`config.mk`:
```
export PLATFORM = sky130hd
export DESIGN_NAME = ram_arbiter
export DESIGN_NICKNAME = d
export VERILOG_FILES = /design/src/rtl/ram_arbiter.sv
export SDC_FILE = /design/constraint.sdc
export NUM_CORES = 1
export LEC_CHECK = 0
export BUFFER_PORTS_ARGS = -buffer_cell sky130_fd_sc_hd__clkbuf_2
export CORE_MARGIN = 10
export CORE_UTILIZATION = 39
export DETAILED_ROUTE_END_ITERATION = 12
export GPL_ROUTABILITY_DRIVEN = 0
export PLACE_DENSITY = 0.8
export SETUP_SLACK_MARGIN = 0.15
export SLEW_MARGIN = 20
export SYNTH_ARGS = -nofsm -noshare
export SYNTH_HDL_FRONTEND = slang
export SYNTH_SLANG_ARGS = --single-unit
```
`constraint.sdc`:
```
create_clock -name clk -period 1.4 [get_ports clk]
set_input_delay 0.14 -clock clk [delete_from_list [all_inputs] [get_ports clk]]
set_output_delay 0.14 -clock clk [all_outputs]
set_load 0.05 [all_outputs]
```
`src/rtl/ram_arbiter.sv`:
```
// rtl/ram_arbiter.sv - single-port RAM arbiter between the stack CPU and a loader/debug port
//
// The CPU owns the RAM by default. A loader request freezes the CPU (cpu_haltN low),
// hands the RAM to the loader for up to MAX_BURST accesses, then re-presents the CPU
// address for one cycle so the CPU resumes with correct read data.
//
// Ports:
//   clk, resetN                 clock (rising edge), asynchronous active-low reset
//   sys_haltN                   board halt, ANDed into cpu_haltN
//   cpu_haltN                   CPU run enable
//   cpu_readWriteN/address/data_out   CPU RAM request (1 = read)
//   ld_req, ld_readWriteN, ld_address, ld_data_out   loader RAM request
//   ld_grant                    loader owns the RAM this cycle (registered)
//   ld_valid, ld_data_in        read data of the previous granted loader read
//   ram_readWriteN/address/data_out   to RAM
//   ram_data_in                 from RAM, valid one cycle after the address
module ram_arbiter #(
  parameter int ADDR_W    = 8,
  parameter int DATA_W    = 8,
  parameter int MAX_BURST = 16,
  parameter int CPU_SLOT  = 4
) (
  input  logic              clk,
  input  logic              resetN,
  input  logic              sys_haltN,
  output logic              cpu_haltN,
  input  logic              cpu_readWriteN,
  input  logic [ADDR_W-1:0] cpu_address,
  input  logic [DATA_W-1:0] cpu_data_out,
  input  logic              ld_req,
  input  logic              ld_readWriteN,
  input  logic [ADDR_W-1:0] ld_address,
  input  logic [DATA_W-1:0] ld_data_out,
  output logic              ld_grant,
  output logic              ld_valid,
  output logic [DATA_W-1:0] ld_data_in,
  output logic              ram_readWriteN,
  output logic [ADDR_W-1:0] ram_address,
  output logic [DATA_W-1:0] ram_data_out,
  input  logic [DATA_W-1:0] ram_data_in
);

  localparam logic [1:0] ST_CPU     = 2'd0;
  localparam logic [1:0] ST_DRAIN   = 2'd1;
  localparam logic [1:0] ST_LOAD    = 2'd2;
  localparam logic [1:0] ST_RESTORE = 2'd3;

  localparam int SLOT_W  = (CPU_SLOT < 2) ? 1 : $clog2(CPU_SLOT + 1);
  // burst_cnt only needs to reach MAX_BURST-1; the grant ends on that access.
  localparam int BURST_W = (MAX_BURST < 2) ? 1 : $clog2(MAX_BURST);

  localparam logic [SLOT_W-1:0]  SLOT_INIT  = SLOT_W'(CPU_SLOT);
  localparam logic [BURST_W-1:0] BURST_LAST = BURST_W'((MAX_BURST == 0) ? 0 : MAX_BURST - 1);

  logic [1:0]         state;
  logic [1:0]         state_next;
  logic [SLOT_W-1:0]  slot_cnt;
  logic [BURST_W-1:0] burst_cnt;
  logic               rw_sel;

  always_comb begin
    state_next = state;
    case (state)
      ST_CPU: begin
        if (ld_req && (slot_cnt == '0)) state_next = ST_DRAIN;
      end
      ST_DRAIN: state_next = ST_LOAD;
      ST_LOAD: begin
        if (!ld_req) begin
          state_next = ST_RESTORE;
        end else if ((MAX_BURST != 0) && (burst_cnt == BURST_LAST)) begin
          state_next = ST_RESTORE;
        end
      end
      ST_RESTORE: state_next = ST_CPU;
      default:    state_next = ST_CPU;
    endcase
  end

  always_ff @(posedge clk or negedge resetN) begin
    if (!resetN) begin
      state     <= ST_CPU;
      slot_cnt  <= '0;
      burst_cnt <= '0;
      ld_grant  <= 1'b0;
      ld_valid  <= 1'b0;
    end else begin
      state    <= state_next;
      ld_grant <= (state_next == ST_LOAD);
      ld_valid <= (state == ST_LOAD) && ld_req && ld_readWriteN;
      case (state)
        ST_CPU: begin
          if (slot_cnt != '0) slot_cnt <= slot_cnt - 1'b1;
        end
        ST_DRAIN: burst_cnt <= '0;
        ST_LOAD: begin
          if (ld_req) burst_cnt <= burst_cnt + 1'b1;
        end
        ST_RESTORE: slot_cnt <= SLOT_INIT;
        default: ;
      endcase
    end
  end

  // DRAIN and RESTORE keep the CPU address on the bus as a read only: the CPU's
  // last write has already committed, and RESTORE refreshes its read data.
  always_comb begin
    ram_address  = cpu_address;
    ram_data_out = cpu_data_out;
    rw_sel       = 1'b1;
    case (state)
      ST_CPU: rw_sel = cpu_readWriteN;
      ST_LOAD: begin
        ram_address  = ld_address;
        ram_data_out = ld_data_out;
        rw_sel       = ld_req ? ld_readWriteN : 1'b1;
      end
      default: rw_sel = 1'b1;
    endcase
  end

  // No RAM write can occur while reset is held, whatever the CPU is driving.
  assign ram_readWriteN = rw_sel | ~resetN;
  assign cpu_haltN      = sys_haltN & (state == ST_CPU);
  assign ld_data_in     = ram_data_in;

endmodule

```
---- Yosys cells after proc, flatten, opt, wreduce, memory -nomap -nowiden ----
Index checks and enable logic that the tools add are counted.
word-level totals
  input bits .............................. 46
  output and inout port bits .............. 28
  logic and storage cells ................. 39
  register bits ........................... 11
cells by class
  muxes and demuxes ....................... 12
  $add $sub $neg .......................... 2
  equal/unequal tests ..................... 7
  bitwise logic cells ..................... 3
  reductions and logical operators ........ 10
operators with widths
  kind                                                                   count
  8-bit 2-to-1 mux                                                       2
  2-bit case mux with 4 select lines                                     1
  4-bit case mux with 2 select lines                                     1
  2-bit equality test, second input constant                             3
  2-bit 2-to-1 mux                                                       3
  3-bit case mux with 2 select lines                                     1
  4-bit by 1-bit adder with 4-bit output, second input constant          1
  4-bit equality test, second input constant                             1
  4-bit 2-to-1 mux                                                       1
  2-bit != test, second input constant                                   2
  2-bit AND reduction                                                    2
  2-bit nonzero test                                                     2
  1-bit logical AND                                                      3
  3-bit logical NOT                                                      1
  3-bit 2-to-1 mux                                                       1
  3-bit nonzero test                                                     1
  3-bit by 1-bit subtractor with 3-bit output, second input constant     1
  2-bit by 1-bit equality test with 1-bit output, second input constant  1
  2-bit logical NOT                                                      1
  1-bit case mux with 2 select lines                                     1
  1-bit AND                                                              1
  1-bit 2-to-1 mux                                                       1
  1-bit NOT                                                              1
  1-bit OR                                                               1

---- Depth between registers and ports, before layout ----
  depth in word-level cells ............... 5
  mapped depth ............................ 5
  depth with buffers taken out ............ 5

---- Worst setup path before layout ----
No wires, ideal clock.
  path kind ............................... register to output
  from .................................... register state[1]
  to ...................................... output port ram_address[5]
  stages on the path, launching flop included .. 6
  path slack .............................. -0.070 ns
  buffers on the path ..................... 2
  arrival time ............................ 1.330 ns
  data required time ...................... 1.260 ns
  cells stage by stage .................... dfrtp_1 buf_6 inv_4 nor2_8 buf_8 mux2_1
between the ends
  word-level cells in the longest chain between the ends .. 2
ends and longest elaborated chain
  item                    RTL line  RTL
  from (decl)             55        logic [1:0] state;
  from (signal assigned)  88        state <= state_next;
  2-bit equality test     111       case (state)
  8-bit 2-to-1 mux        111
  to (decl)               38        output logic [ADDR_W-1:0] ram_address,
No other way between the ends.

---- Final worst setup path ----
  from .................................... register state[0]
  to ...................................... output port ram_data_out[0]
between the ends
  word-level cells in the longest chain between the ends .. 2
ends and longest elaborated chain
  item                 RTL line  RTL
  2-bit equality test  111
  8-bit 2-to-1 mux     111
  to (decl)            39        output logic [DATA_W-1:0] ram_data_out,
No other way between the ends.

==> summary.txt <==
Power and ir drop
  • Lkg Pwr: 0.8667 nW
  • Worst IR Drop VDD: 1.687 mV
  • Sequential fraction of design power: around 14%
  • Comb power frac: between 80% and 90%
  • Switch Pwr: 1.919 mW
  • Sw Ratio: between 40 and 50%
  • Int Power: between 2 and 2.5 mW
  • Pwr/cell area: 2432 nW/um^2
  • Clock Power Share: roughly 5.4%

Cells and area
  • Non-filler cells, final: ~180
  • ANT cells: 0
  • Layout cells sized above 1: 66.03%
  • Fillers: 122
  • Post-layout util: 75.35%
  • Final #Nets: 206
  • Layout area overhead: 83.49%

Floorplan
  • Core Area: 2233 um^2
  • Die Ht: 68.50 um
  • Ports: 74
  • Die W: 68.50 um
  • Std cell rows: 17
  • Starting Density: 41.06%
  • Area of the die: 4692 um^2

Routing
  • Initial DRT Pass Iterations: 4
  • Via Count: between 900 and 1000
  • Number of DRC markers in iteration 0: 39
  • Antenna-violating nets left: 0
  • Routed wire length: 3.477 mm
  • Final routed wire length divided by cell count: 18.90 um
  • DRC violations left: 0
  • Vias/cell: 5.386

Global route
  • Met3 GRT Util: 3.865%
  • Pin count of the biggest net entering global routing: 13
  • Number of global-route vias before repair: 949
  • GR Overflow Total: 0
  • Busiest metal layer after global routing: met2
  • Initial antenna violation count: 0
  • Met1 usage: 13.34%
  • Met2 usage: 24.08%
  • First-pass GRT wire length: around 4.6 mm
  • GR Util All Layers: 12.80%

STA
  • Max-slew headroom: 66.96%
  • Final min period: around 1.7 ns
  • Worst Skew: approximately 0.0074 ns
  • Final hold violation count: 0
  • Worst setup margin: -0.2744 ns
  • Setup Viol. Count Final: 19
  • Peak Freq: 597.2 MHz
  • RSZ-0062 raised after global routing: yes
  • Post-route setup TNS: -4.278 ns
  • Fin. max-slew vios: 0
  • Actual slew at the worst max-slew pin: 0.4940 ns
  • Final period util: 119.6%

Worst hold path
  • WHS Path Cells: 2
  • Hold Path Class: primary input to flop

Synthesis
  • Largest family of logic cells by synthesized area: multiplexers
  • Synth Area in Adders: 4.093%
  • Post-Synth Simple-Gate Area: 18.14%
  • Syn Inst Count: 95
  • Multiplexer share of the synthesized area: 19.65%
  • Synth Area in XOR/XNOR: 0%
  • Post-synth ARST share: between 90% and 100%
  • Mapped Nets: ~140
  • Mapped cell area: 917.1 um^2
  • Main synth FF type: dfrtp_1
  • Syn. warnings: 0
  • Synth Register Bits: 11
  • Seq/Total Area, Yosys: 30.01%
  • Synthesized area per cell: 9.654 um^2
  • Netlist cell types: 30
  • Number of synthesized flops with an enable pin: 0
  • Compound-Gate Fraction of Synth Area: 13.78%

Clock network
  • CTS tree: done
  • Clock transition at path regs: 0.07 ns
  • Num CTS Buffers: 3
  • H-tree levels: 1
  • Clock Latency Late Sink: 0.28 ns
  • CTS Buffer Depth: 2
  • Clock root cell: clkbuf_4
  • Num Clock Sinks: 11

Outcome
  • Failing checks: negative setup slack
  • Status: finished, violations left

Critical path
  • Max FO, Critical Path: 8
  • WP data required: 1.26 ns
  • Startpoint types: flop
  • R2R depth: 6
  • Crit. End Element: output port
  • Crit path DAT: ~1.5 ns
  • WS Path Type: flop to output port

Flow run
  • Max Cap Violations: 0

Placement
  • HPWL after detailed placement: 2.389 mm
  • Port Buffer Count: 57
  • Placed insts: 174
==> path summary, 6_finish.rpt <==
check                               from              end  slack [ns]
setup / recovery                state[0]  ram_data_out[0]       -0.27
hold / removal             ld_readWriteN         ld_valid        0.18
setup reg to reg                state[1]     burst_cnt[3]       -0.04
hold reg to reg              slot_cnt[1]      slot_cnt[1]        0.52
max in group asynchronous         resetN         state[0]        0.64
min in group asynchronous         resetN      slot_cnt[2]        0.40
==> repair_timing <==
item                                   in CTS  in global routing
pin swaps                                   3                  5
gates resized for setup                    62                 18
buffers inserted                            4                  1
endpoints found under the hold margin      11                  0
setup endpoints to repair                  18                 25
hold buffers                                1                  0
==> layout by cell type (no fill, tap or decap), types with 2 or more instances in the layout <==
master      n
nor2_1      2
clkbuf_4    3
nand3_1     5
o21ai_0     3
dfrtp_1    10
clkbuf_2   39
ha_1        2
mux2_4     16
o2bb2ai_1   2
and3_1      3
buf_4       6
buf_6       3
clkbuf_16   9
buf_8       9
o21ai_1     3
buf_12      2
inv_1       6
and2_1      2
a21oi_2     4
nand2_1     4
==> state kept, by name (all words and copies together) (netlist names) <==
signal and flops:
burst_cnt 4, ld_grant 1, ld_valid 1, slot_cnt 3
state 2
==> cells by family (layout without fill, tap and decap cells) <==
kind of cell / count (synthesis) / after routing
muxes: 16 / 16
and+or+nand+nor: 27 / 27
buffers and inverters: 19 / 80
AOI/OAI and AO/OA: 19 / 19
DFF: 11 / 11
adders and majority gates: 3 / 3
==> worst max-delay path, stage by stage (launching register included) <==
cell	delay, ns
dfrtp_2	0.45
nor2_8	0.16
buf_12	0.15
mux2_4	0.32
clkbuf_16	0.18
==> power groups by stage <==
| stage | clock network (mW) | registers, mW | logic [mW] |
|---|---|---|---|
| 2_1_floorplan | 0 | 0.596 | 1.80 |
| 3_3_place_gp | 0 | 0.559 | 2.24 |
| 3_5_place_dp | 0 | 0.562 | 2.30 |
| 4_1_cts | 0.221 | 0.562 | 3.06 |
| 5_1_grt | 0.233 | 0.587 | 3.45 |
| 6_report | 0.219 | 0.570 | 3.30 |
==> layout make-up <==
| cell class | instances | area (um^2) | area share, % |
|---|---|---|---|
| flip-flops and latches | 11 | 276.5 | 16.43 |
| multi-input cells | 65 | 629.4 | 37.40 |
| clock buffers | 4 | 26.28 | 1.561 |
| well taps | 28 | 35.03 | 2.082 |
| repair buffers | 69 | 684.4 | 40.67 |
| inverters | 7 | 31.28 | 1.859 |
==> stage by stage <==
stage / hold slack, ns / power, mW / cell area, um^2 / setup slack [ns]
6_report: 0.1818 / 4.093 / 1683 / -0.2744
5_1_grt: 0.1871 / 4.266 / 1683 / -0.2966
4_1_cts: 0.1627 / 3.841 / 1627 / -0.2713
3_5_place_dp: 0.05451 / 2.867 / 1251 / -0.04909
3_3_place_gp: 0.04578 / 2.800 / 1251 / -0.006061
2_1_floorplan: -0.1556 / 2.399 / 963.4 / 0.07325
==> synthesized netlist by cell type (3+ instances only) <==
master | count | area share (%)
and3_1 | 3 | 2.0
and2_1 | 3 | 2.0
inv_1 | 6 | 2.5
nor2_1 | 3 | 1.2
dfrtp_1 | 11 | 30
ha_1 | 3 | 4.1
nand2_1 | 5 | 2.0
mux2_2 | 14 | 17
o21ai_0 | 6 | 3.3
buf_4 | 8 | 6.5
a21oi_1 | 5 | 2.7
nand3_1 | 6 | 3.3
==> routing by layer <==
layer / share of wire (%) / vias to the layer above
met4: 2.1 / 0
met3: 12 / 10
li1: - / 451
met2: 52 / 62
met1: 34 / 468
met5: 0 / -
Note: power is estimated with default switching activity, not from simulation.
